`src/rtl/shift_add_multiplier.sv`:
```
// shift_add_multiplier: sequential unsigned shift-and-add multiplier using an external ripple adder
module shift_add_multiplier #(
  parameter int WIDTH = 16
) (
  input  logic               clk,
  input  logic               rst_n,
  input  logic               start,
  input  logic [WIDTH-1:0]   op_a,
  input  logic [WIDTH-1:0]   op_b,
  output logic               busy,
  output logic               done,
  output logic [2*WIDTH-1:0] product,
  output logic [WIDTH-1:0]   add_a,
  output logic [WIDTH-1:0]   add_b,
  input  logic [WIDTH-1:0]   add_sum,
  input  logic               add_cout
);
  localparam int CW = $clog2(WIDTH);
  typedef enum logic [1:0] {IDLE, CALC, DONE} state_t;
  state_t state, state_n;
  logic [WIDTH-1:0] m, hi, lo;
  logic [CW-1:0] cnt;
  logic accept;
  always_comb begin
    accept  = start && state != CALC;
    state_n = accept ? CALC : IDLE;
    if (state == CALC) state_n = cnt == CW'(WIDTH-1) ? DONE : CALC;
  end
  assign busy    = state == CALC;
  assign done    = state == DONE;
  assign product = {hi, lo};
  assign add_a   = hi;
  assign add_b   = (busy && lo[0]) ? m : '0;
  // carry-out becomes the top accumulator bit as the 33-bit value shifts right
  always_ff @(posedge clk) begin
    if (!rst_n) begin
      state <= IDLE;
      m     <= '0;
      hi    <= '0;
      lo    <= '0;
      cnt   <= '0;
    end else begin
      state <= state_n;
      if (accept) begin
        m   <= op_a;
        hi  <= '0;
        lo  <= op_b;
        cnt <= '0;
      end else if (busy) begin
        {hi, lo} <= {add_cout, add_sum, lo[WIDTH-1:1]};
        cnt      <= cnt + CW'(1);
      end
    end
  end
endmodule

```
`config.mk`:
```
export PLATFORM = sky130hd
export DESIGN_NAME = shift_add_multiplier
export DESIGN_NICKNAME = d
export VERILOG_FILES = /design/src/rtl/shift_add_multiplier.sv
export SDC_FILE = /design/constraint.sdc
export NUM_CORES = 1
export LEC_CHECK = 0
export CORE_MARGIN = 2
export CORE_UTILIZATION = 41
export CTS_BUF_LIST = sky130_fd_sc_hd__clkbuf_4 sky130_fd_sc_hd__clkbuf_8 sky130_fd_sc_hd__clkbuf_16
export DETAILED_ROUTE_END_ITERATION = 8
export GPL_TIMING_DRIVEN = 0
export PLACE_DENSITY_LB_ADDON = 0.3
export RECOVER_POWER = 50
export SYNTH_ARGS = -nofsm -noshare
export SYNTH_HDL_FRONTEND = slang
export SYNTH_SLANG_ARGS = --single-unit
```
`constraint.sdc`:
```
create_clock -name clk -period 1.4 [get_ports clk]
set_input_delay 0.28 -clock clk [delete_from_list [all_inputs] [get_ports clk]]
set_output_delay 0.28 -clock clk [all_outputs]
set_load 0.05 [all_outputs]
```
==> results of run 1 <==
==> timing repair <==
item | in CTS | in global routing
resized for setup | 352 | 12
cloned | 1 | 0
buffers inserted | 8 | 0
pin swaps | 15 | 0
setup endpoints to repair | 66 | 25
==> layout make-up <==
| class | count | area share (%) |
|---|---|---|
| Inverter | 2 | 0.3738 |
| Buffer | 40 | 7.850 |
| Clock inverter | 1 | 0.1246 |
| Multi-Input combinational cell | 180 | 29.07 |
| Clock buffer | 7 | 2.243 |
| Tap cell | 75 | 2.336 |
| Sequential cell | 54 | 27.07 |
| Timing Repair Buffer | 124 | 30.93 |
==> path summary, 6_finish.rpt <==
kind,endpoint,cells past startpoint
max,add_b[2],5
min reg2reg,state[1],2
min,m[15],2
max reg2reg,lo[4],5
==> synth_stat cells (all sizes together) <==
| master | n | area, µm² |
|---|---|---|
| xnor2 | 1 | 8.760 |
| nand3 | 18 | 90.09 |
| dfxtp | 54 | 1081 |
| a21oi | 18 | 90.09 |
| xor2 | 1 | 8.760 |
| o211a | 16 | 160.2 |
| nand2 | 50 | 187.7 |
| and3 | 16 | 100.1 |
| a41oi | 1 | 8.760 |
| a21boi | 16 | 120.1 |
| mux2i | 16 | 160.2 |
| ha | 1 | 12.51 |
| nand2b | 1 | 13.76 |
| buf | 37 | 272.8 |
| inv | 2 | 10.01 |
| nand3b | 1 | 7.510 |
| o21ai | 19 | 95.09 |
| nor2 | 3 | 11.26 |
| clkbuf | 3 | 11.26 |
| or3 | 1 | 6.260 |
| nor2b | 1 | 6.260 |
==> per-layer routing <==
metal  track usage, %  vias to the layer above
met4            6.102                        0
li1                 -                     1197
met3            7.912                       13
met1            25.03                     1145
met2            35.90                       90
met5                0                        -
==> flip-flops by register name, summed over array words and instances, names as in the netlist <==
| register | flops |
|---|---|
| add_a | 16 |
| m | 16 |
| cnt | 4 |
| state | 2 |
| lo | 16 |
==> cell families after synthesis <==
kind of cell	share of synthesized area [%]
compound gates	19.26
xor+xnor	0.7115
mux	6.504
flops	43.90
simple gates	17.18
fa+ha+maj	0.5080
buf+inv	11.94
==> placed cells by master (no fill, tap or decap), types with 2 or more instances in the layout <==
cell	netlist	final
dfxtp_1	54	51
nand2_1	50	50
clkdlybuf4s50_1	0	49
buf_4	20	27
clkdlybuf4s15_2	0	24
buf_2	11	23
buf_8	0	19
a21oi_1	18	18
nand3_1	18	18
and3_4	0	16
mux2i_1	16	16
o211a_1	16	16
o21ai_1	15	12
a21boi_1	16	8
a21boi_0	0	8
buf_6	6	7
o21ai_0	4	7
clkbuf_2	0	6
clkbuf_8	0	6
clkdlybuf4s18_2	0	5
nor2_1	3	3
clkbuf_4	0	2
clkbuf_1	3	2
dfxtp_2	0	2
==> worst max-delay path, stage by stage (launching register included) <==
cell and delay, ps:
dfxtp_2 330, nand2b_4 170, inv_8 90, buf_8 110
and3_4 190, buf_8 140
==> per-stage QoR <==
step	instances	util (%)
after detailed placement	466	63.73
after CTS	483	69.14
after global routing	483	68.65
after global placement	466	63.73
after floorplan	276	-
final	483	68.65
==> power breakdown <==
group | switching, µW | internal [µW] | leakage, µW
Sequential | 68.4 | 1630 | 0.000445
Combinational | 568 | 429 | 0.00133
Clock | 488 | 419 | 0.0000517
==> impl_metrics.csv, run 1 <==
group,metric,value,unit
status,status,"finished with violations",
status,violations,"negative setup slack",
worst_setup_path,critPathKind,"reg2out",
clock_tree,clk_pin_slew,90,ps
die,die_x,81.50,µm
clock_tree,cts_buffer_depth,2,
synth,synth-seq-cells,54,
worst_setup_path,critPathRequiredTime,1120,ps
clock_tree,cts.sinks,54,
worst_setup_path,reg2reg_slack,40,ps
power_and_ir_drop,p_leak,0.001829,µW
drt,ant_nets,0,
timing,drv_slew,0,
drt,met1_length,2787,µm
timing,worstMarginPinSlew,442.4,ps
clock_tree,cts_root_buf,"clkbuf_8",
synth,ys_seq_area_share,43.90,%
drt,met3_length,601,µm
drt,viasPerCell,5.062,
worst_setup_path,critPathLaunch,"state[1]",
die,core_area,5851,µm²
placed_design,pre_cts_slack,-702.5,ps
die,initial_utilization,42.09,%
layout,multi_input_area,1167,µm²
worst_setup_path,cp-end-kind,"output port",
job,maxCapViolCount,0,
clock_tree,h-tree-depth,2,
worst_setup_path,arrival,1330,ps
drt,dr_total_vias,2445,
worst_setup_path,r2r-start,"state[1]",
layout,fillers,488,
drt,highest_layer,"met4",
layout,area_delta_synth_final,63.11,%
hold_path,min_from,"rst_n",
layout,antenna_cells,0,
synth,netlist_instances,276,
synth,synth_warnings,0,
global_route,antenna_found_initial,0,
placed_design,routabilityCongestion,0.7824,
clock_tree,holdBufCountCts,0,
timing,setup_viol,17,
clock_tree,cts_tree,"done",
die,die-area,6641,µm²
timing,setup_ws,-209.5,ps
timing,maxSlewHeadroom,70.51,%
timing,holdWs,280.1,ps
die,die_y,81.50,µm
global_route,grt_pass1_wl,10830,µm
hold_path,hold_path.class,"in2reg",
layout,num-nets-final,460,
placed_design,post_dp_cell_area,3729,µm²
global_route,grt_pass1_vias,2253,
power_and_ir_drop,pwr_density_cell,896.1,nW/µm²
drt,dr.pass1.iters,4,
timing,finalSetupTns,-3240,ps
synth,synth_cell_types,25,
layout,drive_gt1_share,35.05,%
drt,first_iter_violations,119,
worst_setup_path,start_kind,"flop",
global_route,grt.total_usage,21.19,%
synth,synth_fp_nets,329,
die,boundaryPins,118,
die,fp-row-count,28,
layout,stdcell_area,4016,µm²
drt,drc_errors,0,
worst_setup_path,crit_fanout,7,
clock_tree,cts_buffers,5,
synth,syn_area,2462,µm²
timing,skew,7.469,ps
drt,wl_per_cell,14.34,µm
placed_design,hpwl,4844,µm
timing,layout_min_cycle_time,1610,ps
global_route,grt_overflow,0,
power_and_ir_drop,ir_drop,781.0,µV
drt,wl_met2,3410,µm
layout,area.sequential,1087,µm²
timing,final_hold_viol_count,0,
clock_tree,insertion_delay,310,ps
timing,period_share,115.0,%
synth,synth_area_per_cell,8.922,µm²
global_route,grt_max_degree,16,
power_and_ir_drop,power.total,3599,µW
timing,grt_setup_unrepaired,"true",
drt,routed_wl,6928,µm
placed_design,port_buffers,115,
timing,fmaxAchievable,621.3,MHz
Power figures use the tool's default switching activity.
==> run 2: changes to the inputs <==
- CTS_CLUSTER_DIAMETER: not set -> 40
==> results of run 2 <==
The final DEF is identical to that of run 1; final timing and power are the same.
==> run 3: changes to the inputs <==
- CAP_MARGIN: not set -> 15
- HOLD_SLACK_MARGIN: not set -> 0.02
==> results of run 3 <==
The final DEF is identical to that of run 1; final timing and power are the same.
